$ cat config.mk
export PLATFORM = sky130hd
export DESIGN_NAME = fp32_scalar
export DESIGN_NICKNAME = d
export VERILOG_FILES = /design/src/rtl/fp32_pkg.sv /design/src/rtl/mxint8_pkg.sv /design/src/rtl/lfsr32.sv /design/src/rtl/fp32_scalar.sv
export SDC_FILE = /design/constraint.sdc
export NUM_CORES = 1
export LEC_CHECK = 0
export BUFFER_PORTS_ARGS = -buffer_cell sky130_fd_sc_hd__buf_2
export CAP_MARGIN = 10
export CORE_ASPECT_RATIO = 0.9
export CORE_MARGIN = 2
export CORE_UTILIZATION = 46
export CTS_CLUSTER_SIZE = 30
export DETAILED_ROUTE_END_ITERATION = 10
export GPL_ROUTABILITY_DRIVEN = 1
export PLACE_DENSITY = 0.68
export SYNTH_ARGS = -nofsm -noshare
export SYNTH_HDL_FRONTEND = slang
export SYNTH_SLANG_ARGS = --single-unit
$ cat constraint.sdc
create_clock -name clk -period 3.3 [get_ports clk]
set_input_delay 0.165 -clock clk [delete_from_list [all_inputs] [get_ports clk]]
set_output_delay 0.165 -clock clk [all_outputs]
set_load 0.1 [all_outputs]
$ cat src/rtl/fp32_pkg.sv
`default_nettype none
// ============================================================================
//  Module      : fp32_pkg
//  Description : Shared IEEE-754 binary32 field widths, exponent constants,
//                the packed word layout, and the LFSR step used by the
//                stimulus source.
//  Revision    : 1.0 - initial release
// ============================================================================
package fp32_pkg;

   localparam int FP32_WIDTH = 32;
   localparam int EXP_W      = 8;
   localparam int MAN_W      = 23;

   localparam logic [EXP_W-1:0] EXP_NAN      = 8'hFF;
   localparam logic [EXP_W-1:0] EXP_MAX_NORM = 8'hFE;

   typedef struct packed {
      logic             sign;
      logic [EXP_W-1:0] exp;
      logic [MAN_W-1:0] man;
   } fp32_t;

   // Right-shifting Galois form of x^32 + x^22 + x^2 + x + 1.
   localparam logic [31:0] LFSR_TAPS = 32'h8020_0003;

   function automatic logic [31:0] lfsr32_next(input logic [31:0] cur);
      lfsr32_next = cur[0] ? ((cur >> 1) ^ LFSR_TAPS) : (cur >> 1);
   endfunction

endpackage
`default_nettype wire

$ cat src/rtl/mxint8_pkg.sv
`default_nettype none
// ============================================================================
//  Module      : mxint8_pkg
//  Description : MXINT8 block-format constants shared with the converter.
//  Revision    : 1.0 - initial release
// ============================================================================
package mxint8_pkg;

   // Mantissa bits kept by MXINT8 rounding; the guard bit sits just below.
   localparam int KEEP_BITS = 6;

endpackage
`default_nettype wire

$ cat src/rtl/lfsr32.sv
`default_nettype none
// ============================================================================
//  Module      : lfsr32
//  Description : 32-bit maximal-length Galois LFSR, advanced once per enable.
//  Ports       : clk   - clock
//                rst   - synchronous active-high reset, loads seed
//                en    - advance one step on this edge
//                seed  - reset value (zero is replaced by one)
//                state - current LFSR state
//  Revision    : 1.0 - initial release
// ============================================================================
module lfsr32
   import fp32_pkg::*;
(
   input  logic        clk,
   input  logic        rst,
   input  logic        en,
   input  logic [31:0] seed,
   output logic [31:0] state
);

   logic [31:0] r_state;

   always_ff @(posedge clk) begin
      if (rst) begin
         // The all-zero state is a lock-up point of the LFSR.
         r_state <= (seed == 32'h0) ? 32'h1 : seed;
      end else if (en) begin
         r_state <= lfsr32_next(r_state);
      end
   end

   assign state = r_state;

endmodule
`default_nettype wire

$ cat src/rtl/fp32_scalar.sv
`default_nettype none
// ============================================================================
//  Module      : fp32_scalar
//  Description : Constrained-random FP32 stimulus source. Each randomize strobe
//                yields one binary32 word whose fields can be forced into
//                MXINT8 rounding corner classes.
//  Ports       : clk, rst        - clock, synchronous active-high reset
//                randomize_i     - generate a new word on this edge
//                sign_i          - sign of the generated word
//                carry_i, tie_i  - force round-up / exact-tie guard+sticky
//                overflow_i      - force kept bits all ones (round to 2.0)
//                scalar_ovf_i    - as overflow_i with exponent 254
//                nan_i           - exponent 255
//                subnormal_i     - exponent 0
//                zero_i          - clear the mantissa last
//                f_o, valid_o    - generated word, one-cycle valid pulse
//  Revision    : 1.0 - initial release
// ============================================================================
module fp32_scalar
   import fp32_pkg::*;
#(
   parameter logic [31:0] SEED      = 32'h1,
   parameter int          KEEP_BITS = mxint8_pkg::KEEP_BITS
) (
   input  logic        clk,
   input  logic        rst,
   input  logic        randomize_i,
   input  logic        sign_i,
   input  logic        carry_i,
   input  logic        tie_i,
   input  logic        overflow_i,
   input  logic        scalar_ovf_i,
   input  logic        nan_i,
   input  logic        subnormal_i,
   input  logic        zero_i,
   output logic [31:0] f_o,
   output logic        valid_o
);

   // Guard bit position inside the 23-bit mantissa.
   localparam int G = 22 - KEEP_BITS;

   logic [31:0]          w_state;
   logic [31:0]          w_rnd;
   logic                 w_unused;
   logic [EXP_W-1:0]     w_exp_raw;
   logic [EXP_W-1:0]     w_exp_lim;
   logic [EXP_W-1:0]     w_exp_clamp;
   logic [KEEP_BITS-1:0] w_kept;
   logic [KEEP_BITS-1:0] w_kept_carry;
   logic [G-1:0]         w_sticky_nz;
   fp32_t                w_word;
   fp32_t                r_word;
   logic                 r_valid;

   lfsr32 u_lfsr (
      .clk   (clk),
      .rst   (rst),
      .en    (randomize_i),
      .seed  (SEED),
      .state (w_state)
   );

   // Fields are drawn from the state the LFSR is about to take on this edge.
   assign w_rnd    = lfsr32_next(w_state);
   assign w_unused = w_rnd[31];

   always_comb begin
      w_exp_raw    = w_rnd[30:23];
      w_exp_lim    = overflow_i ? (EXP_MAX_NORM - 8'd1) : EXP_MAX_NORM;
      w_exp_clamp  = w_exp_raw;
      if (w_exp_raw == '0) begin
         w_exp_clamp = 8'd1;
      end else if (w_exp_raw > w_exp_lim) begin
         w_exp_clamp = w_exp_lim;
      end

      w_kept       = w_rnd[22:G+1];
      w_kept_carry = w_kept;
      // An all-ones kept field would turn a plain carry into a mantissa overflow.
      if (&w_kept) begin
         w_kept_carry[0] = 1'b0;
      end
      w_sticky_nz    = w_rnd[G-1:0];
      w_sticky_nz[0] = 1'b1;

      w_word.sign = sign_i;

      if (nan_i) begin
         w_word.exp = EXP_NAN;
      end else if (subnormal_i) begin
         w_word.exp = '0;
      end else if (scalar_ovf_i) begin
         w_word.exp = EXP_MAX_NORM;
      end else begin
         w_word.exp = w_exp_clamp;
      end

      if (scalar_ovf_i || overflow_i) begin
         w_word.man = {{KEEP_BITS{1'b1}}, 1'b1, w_sticky_nz};
      end else if (carry_i) begin
         w_word.man = {w_kept_carry, 1'b1, w_sticky_nz};
      end else if (tie_i) begin
         w_word.man = {w_kept, 1'b1, {G{1'b0}}};
      end else begin
         w_word.man = w_rnd[22:0];
      end

      if (zero_i) begin
         w_word.man = '0;
      end
   end

   always_ff @(posedge clk) begin
      if (rst) begin
         r_word  <= '0;
         r_valid <= 1'b0;
      end else begin
         r_valid <= randomize_i;
         if (randomize_i) begin
            r_word <= w_word;
         end
      end
   end

   assign f_o     = r_word;
   assign valid_o = r_valid;

endmodule
`default_nettype wire

==> results by group, run 1 <==
Placement
  – GP Congestion: 0.848
  – Post-DP Area: 2770 um2
  – Place WS: 1.59 ns
  – Port Buffers: 43
  – Post-DP HPWL: 3.18 mm

Floorplan
  – # rows: 25
  – Die Ht: 74.5 um
  – Die area: 6130 um2
  – Initial Util: 0.480
  – Top Ports: 44
  – Core area: 5290 um2
  – Die width: 82.3 um

Routing
  – WL per Instance: 13.4 um
  – Post-Route WL: 5.12 mm
  – Drt first pass iters: 4
  – Vias: 1985
  – DR vias/cell: 5.20
  – 1st-iter DRT viols: 123
  – DRC: 0
  – Routed Antenna Nets: 0

Worst setup path
  – Register-to-Register Path Depth: 6
  – Slowest-stage cell, CP: dfxtp_1
  – Critical path endpoint category: flop
  – Flop2flop setup slack: 1.58 ns
  – Buffers and inverters on the worst path: 1
  – Setup Crit Path Kind: reg -> reg
  – WP data arrival: 1.95 ns
  – Crit start category: flop
  – Critical path peak fanout: 4
  – FF-to-FF End: f_o[23]$_SDFFE_PP0P_
  – Worst path cell trace: inv_1 > ha_1 > and2_1 > a2111oi_4 > nor4_1 > a211o_1
  – Worst R2R Start: u_lfsr.state[24]$_SDFFE_PP0P_
  – CP Data Required Time: 3.53 ns
  – Crit-path max cell delay: 0.39 ns
  – Crit-path leading delay family: compound AO/OA/AOI/OAI gates

Final layout
  – Area delta synth->final: 17.2%
  – Final instance area: 2980 um2
  – Core Util, Final: 0.563
  – Nets: 323
  – Commonest non-fill, non-tap cell in the layout: nor2_1
  – Layout cells sized above 1: 0.210
  – N_diodes: 0
  – Most frequent cells in the layout: 81 x nor2_1, 65 x dfxtp_1, 43 x buf_2

Hold path
  – Hold/Removal Path Class: in -> reg
  – Hold_sp: sign_i
  – Worst hold path cell count: 3
  – Min-Delay Endpoint: f_o[31]$_SDFFE_PP0P_

Timing
  – Period utilization: 0.522
  – Final WS setup: 1.58 ns
  – Worst slew margin: 0.513
  – RSZ-0062 raised after global routing: no
  – Highest Clock Rate: 580 MHz
  – Setup violators final: 0
  – Hold_ws: 0.0541 ns
  – Slew Limit Fails: 0
  – Worst clock skew: 0.00644 ns
  – Fin crit period: 1.72 ns
  – Fin Setup TNS: 0 ns
  – Final-report hold violation count: 0
  – Worst Max-Slew Pin Slew: 0.728 ns

Global routing
  – Overflow after GRT: 0
  – Initial antenna violation count: 0
  – Total Routing Usage GR: 0.185
  – Vias in the first global route: 1793
  – First-pass GRT wire length: 8.43 mm
  – Pin count of the biggest net entering global routing: 64

Clock tree
  – PostCTS Resize Cnt: 0
  – Cts-stage hold buffer count: 0
  – CTS Sinks: 65
  – # Post-CTS Setup Buffers: 0
  – CTS tree: yes
  – Clock Latency Late Sink: 0.34 ns
  – Root Buffer: clkbuf_8
  – Clock-pin transition on the worst setup and hold timing paths: 0.07 ns
  – Htree depth: 3
  – Clock Path Buffers: 2
  – CTS buffer count: 9

Yosys
  – Synthesized netlist net count: 286
  – Synthesized netlist cell count: 273
  – Netlist Area Pre-Place: 2540 um2
  – Flops & latches, synth: 65
  – Distinct cells, synth: 34
  – Async SR Flop Fraction: 0
  – Synth Area per Inst: 9.30 um2
  – Post-synthesis sequential area ratio: 0.512
  – Number of synthesized flops with an enable pin: 0
  – Ys flop type: dfxtp_1
  – Synth warnings: 0

Power
  – Power Dens Cells: 585 nW/um2
  – Worst vdd ir: 0.000329 V
  – Leakage Power: 1.32 nW

Flow run
  – Total of max-cap violations: 0

Outcome
  – Status: finished, final reports clean
-- worst max-delay path by stage --
stage	from	endpoint	slack, ns	depth (start not counted)
floorplan	u_lfsr.state[24]$_SDFFE_PP0P_	f_o[23]$_SDFFE_PP0P_	1.71	6
global placement	u_lfsr.state[24]$_SDFFE_PP0P_	f_o[23]$_SDFFE_PP0P_	1.65	6
detailed placement	u_lfsr.state[24]$_SDFFE_PP0P_	f_o[23]$_SDFFE_PP0P_	1.59	6
CTS	u_lfsr.state[24]$_SDFFE_PP0P_	f_o[23]$_SDFFE_PP0P_	1.58	6
global route	u_lfsr.state[24]$_SDFFE_PP0P_	f_o[23]$_SDFFE_PP0P_	1.51	6
finish	u_lfsr.state[24]$_SDFFE_PP0P_	f_o[23]$_SDFFE_PP0P_	1.58	6
-- power breakdown --
part	switching, mW	leakage, nW	internal (mW)
clock	0.296	0.103	0.390
sequential	0.0158	0.529	0.806
combinational	0.182	0.692	0.0518
total	0.494	1.32	1.25
-- state kept, by name (all words and copies together) (netlist names) --
| name | count |
|---|---|
| f_o | 32 |
| valid_o | 1 |
| u_lfsr.state | 32 |
-- cells in the mapped netlist, drive strengths merged (2+ instances only) --
cell	number	area, um2
a211o	2	17.5
clkbuf	10	38.8
a22oi	16	120
ha	2	25.0
o22ai	6	37.5
dfxtp	65	1300
mux2i	31	310
nand2	5	18.8
nor4	3	18.8
inv	4	15.0
xnor2	2	17.5
nor3	10	55.1
a21oi	9	45.0
a211oi	4	42.5
buf	10	51.3
nor2	81	304
-- metal layers --
metal | up-vias | wire length [um] | track usage
met5 | - | 0 | 0
met4 | 0 | 72 | 0.0722
met3 | 5 | 196 | 0.0716
met2 | 29 | 2330 | 0.273
met1 | 937 | 2530 | 0.244
li1 | 1014 | - | -
-- stage by stage --
stage / cells / power [mW]
detailed placement: 366 / 1.07
global route: 382 / 1.82
finish: 382 / 1.74
CTS: 382 / 1.76
floorplan: 273 / 1.03
global placement: 366 / 1.07
-- tightest hold or removal path: cells and delay by family --
family,cells,cell delay (ns)
and+or+nand+nor,1,0.07
muxes,1,0.05
buffers and inverters,1,0.07
-- area by class of cell --
type / count / area [um2]
repair buffers: 46 / 238
fillers: 489 / 2310
clock inverters: 4 / 51.3
well taps: 67 / 83.8
multi-input cells: 184 / 1130
clock buffers: 12 / 155
inverters: 4 / 15.0
flip-flops and latches: 65 / 1300
-- logic make-up (layout without fill, tap and decap cells) --
group	Yosys count	count (layout)	share of synthesized area
flops	65	65	0.512
fa+ha+maj	2	2	0.00985
mux	31	31	0.122
compound gates	43	43	0.131
buf+inv	24	66	0.0414
simple gates	105	105	0.173
xor+xnor	3	3	0.0103
No activity file was read; power rests on OpenSTA's default activity.
==> run 2: changes to the inputs <==
clock period = 1.7 ns   (was 3.3 ns; I/O delays follow)
==> run 2 against run 1 <==
Against the previous run:
- first-iteration DRC count is 17% lower
- critical endpoint unchanged
- largest power group unchanged
- largest cell class unchanged
- via count is 2.4% higher
- clock power is 80% higher
==> results by group, run 2 (synthesized netlist as in run 1, its figures left out) <==
Routing
  – Vias: 2032 (+2.4%)
  – Met2 wire length: 2.37 mm (+1.8%)
  – Drt first pass iters: 4 (unchanged)
  – Metal-1 WL: 2.49 mm (-1.3%)
  – Met3 wire len: 187 um (-4.6%)
  – DRC: 0 (unchanged)
  – Post-Route WL: 5.13 mm (+0.21%)
  – DR vias/cell: 5.24 (+0.78%)
  – Max Used Layer: met4
  – WL per Instance: 13.2 um (-1.3%)
  – 1st-iter DRT viols: 102 (-17%)
  – Routed Antenna Nets: 0 (unchanged)

Power
  – Sequential power share: 0.484 (+0.012)
  – Clock Power Share: 0.377 (-0.017)
  – Combinational Power Share: 0.139 (+0.005)
  – Tot Pwr: 3.30 mW (+89%)
  – Worst vdd ir: 0.000653 V (+98%)
  – Pint: 2.35 mW (+88%)
  – Sw frac: 0.289 (+0.00479)
  – Power Dens Cells: 1100 nW/um2 (+87%)
  – Switching pwr: 0.951 mW (+92%)
  – Leakage Power: 1.34 nW (+1.5%)

Final layout
  – Nets: 329 (+1.9%)
  – Filler Cells Inserted: 481 (-1.6%)
  – Area delta synth->final: 18.4%
  – Layout cells sized above 1: 0.218 (+0.00854)
  – N_diodes: 0 (unchanged)
  – Commonest non-fill, non-tap cell in the layout: nor2_1
  – Most frequent cells in the layout: 81 x nor2_1, 65 x dfxtp_1, 43 x buf_2

Worst setup path
  – Crit start category: flop
  – Critical path peak fanout: 3 (-1)
  – Setup Crit Path Kind: reg -> reg
  – WP data arrival: 1.84 ns (-0.11 ns)
  – Register-to-Register Path Depth: 6 (unchanged)
  – CP Data Required Time: 1.92 ns (-1.61 ns)
  – Critical path endpoint category: flop

Clock tree
  – Root Buffer: clkbuf_8
  – # Post-CTS Setup Buffers: 0 (unchanged)
  – Clock Path Buffers: 2 (unchanged)
  – Clock Latency Late Sink: 0.33 ns (about the same)
  – PostCTS Resize Cnt: 0 (unchanged)
  – Clock-pin transition on the worst setup and hold timing paths: 0.07 ns (about the same)
  – CTS Sinks: 65 (unchanged)
  – Htree depth: 3 (unchanged)
  – CTS buffer count: 9 (unchanged)
  – CTS tree: yes

Outcome
  – Status: finished, final reports clean

Timing
  – Fin crit period: 1.62 ns (-0.104 ns)
  – Worst slew margin: 0.520 (+0.00705)
  – Worst clock skew: 0.00593 ns (-0.000508 ns)
  – Final-report hold violation count: 0 (unchanged)
  – Worst Max-Slew Pin Slew: 0.717 ns (-0.0105 ns)
  – Highest Clock Rate: 618 MHz (+6.4%)
  – Fin Setup TNS: 0 ns (unchanged)
  – Setup violators final: 0 (unchanged)
  – RSZ-0062 raised after global routing: no
  – Slew Limit Fails: 0 (unchanged)
  – Period utilization: 0.952 (+0.430)

Placement
  – Post-DP HPWL: 3.33 mm (+4.6%)
  – Port Buffers: 43 (unchanged)
  – GP Congestion: 0.824 (-2.9%)

Global routing
  – First-pass GRT wire length: 8.51 mm (+0.90%)
  – Vias in the first global route: 1875 (+4.6%)
  – Overflow after GRT: 0 (unchanged)
  – Pin count of the biggest net entering global routing: 53 (-17%)
  – Initial antenna violation count: 0 (unchanged)
  – Total Routing Usage GR: 0.184 (-0.000652)

Floorplan
  – Core area: 5290 um2 (unchanged)
  – Die area: 6130 um2 (unchanged)
  – Die Ht: 74.5 um (unchanged)
  – Top Ports: 44 (unchanged)
  – # rows: 25 (unchanged)
  – Die width: 82.3 um (unchanged)
  – Initial Util: 0.480 (unchanged)

Hold path
  – Hold/Removal Path Class: in -> reg
  – Worst hold path cell count: 2 (-1)

Flow run
  – Total of max-cap violations: 0 (unchanged)
[run 2: cell types whose count changed in the layout (fill, tap and decap cells not counted)]
cell and delta:
clkbuf_8 -2, clkbuf_1 +1, buf_4 +5, dlygate4sd3_1 +1
clkinv_2 +1
[run 2: timing repair]
item	4_1_cts	5_1_grt
hold buffers	1	0
setup endpoints to repair	0	1
endpoints found under the hold margin	1	0
[run 2: critical path: stages, from the launching register on]
cell	delay (ns)
dfxtp_1	0.33
inv_1	0.06
ha_1	0.16
nand2b_1	0.17
a2111oi_4	0.41
nor4_1	0.11
a211o_1	0.27
[run 2: path summary, 6_finish.rpt]
check                                start                             to  slack (ns)
max          u_lfsr.state[24]$_SDFFE_PP0P_           f_o[23]$_SDFFE_PP0P_        0.08
min                                    rst  u_lfsr.state[26]$_SDFFE_PP0P_         0.1
max reg2reg  u_lfsr.state[24]$_SDFFE_PP0P_           f_o[23]$_SDFFE_PP0P_        0.08
min reg2reg           f_o[17]$_SDFFE_PP0P_           f_o[17]$_SDFFE_PP0P_        0.48
[run 2: power groups by stage]
stage | Combinational (mW) | Clock (mW) | Sequential, mW
after floorplan | 0.174 | 0 | 1.83
after global placement | 0.456 | 0 | 1.63
after detailed placement | 0.460 | 0 | 1.63
after CTS | 0.462 | 1.29 | 1.60
after global routing | 0.489 | 1.35 | 1.60
final | 0.459 | 1.24 | 1.60
[run 2: final cells by class]
cell class | count | area [um2] | area share
sequential | 65 | 1300 | 0.433
multi-input combinational | 184 | 1130 | 0.377
timing repair buffer | 52 | 285 | 0.0949
clock buffer | 11 | 131 | 0.0437
tap | 67 | 83.8 | 0.0279
clock inverter | 5 | 56.3 | 0.0187
inverter | 4 | 15.0 | 0.00499
[run 2: per-layer routing]
| layer | up-vias | global-route usage |
|---|---|---|
| li1 | 1033 | - |
| met1 | 953 | 0.244 |
| met2 | 38 | 0.272 |
| met3 | 8 | 0.0425 |
| met4 | 0 | 0.113 |
| met5 | - | 0 |
[run 2: through the flow]
step                      hold slack, ns  cells  cell area, um2  setup slack [ns]  utilization
after floorplan                    0.232    273            2540             0.115            -
after global placement             0.328    371            2810             0.125        0.531
after detailed placement           0.341    371            2810            0.0627        0.531
after CTS                         0.0823    388            3010            0.0527        0.569
after global routing              0.0990    388            3010           0.00495        0.569
final                             0.0959    388            3010            0.0808        0.569
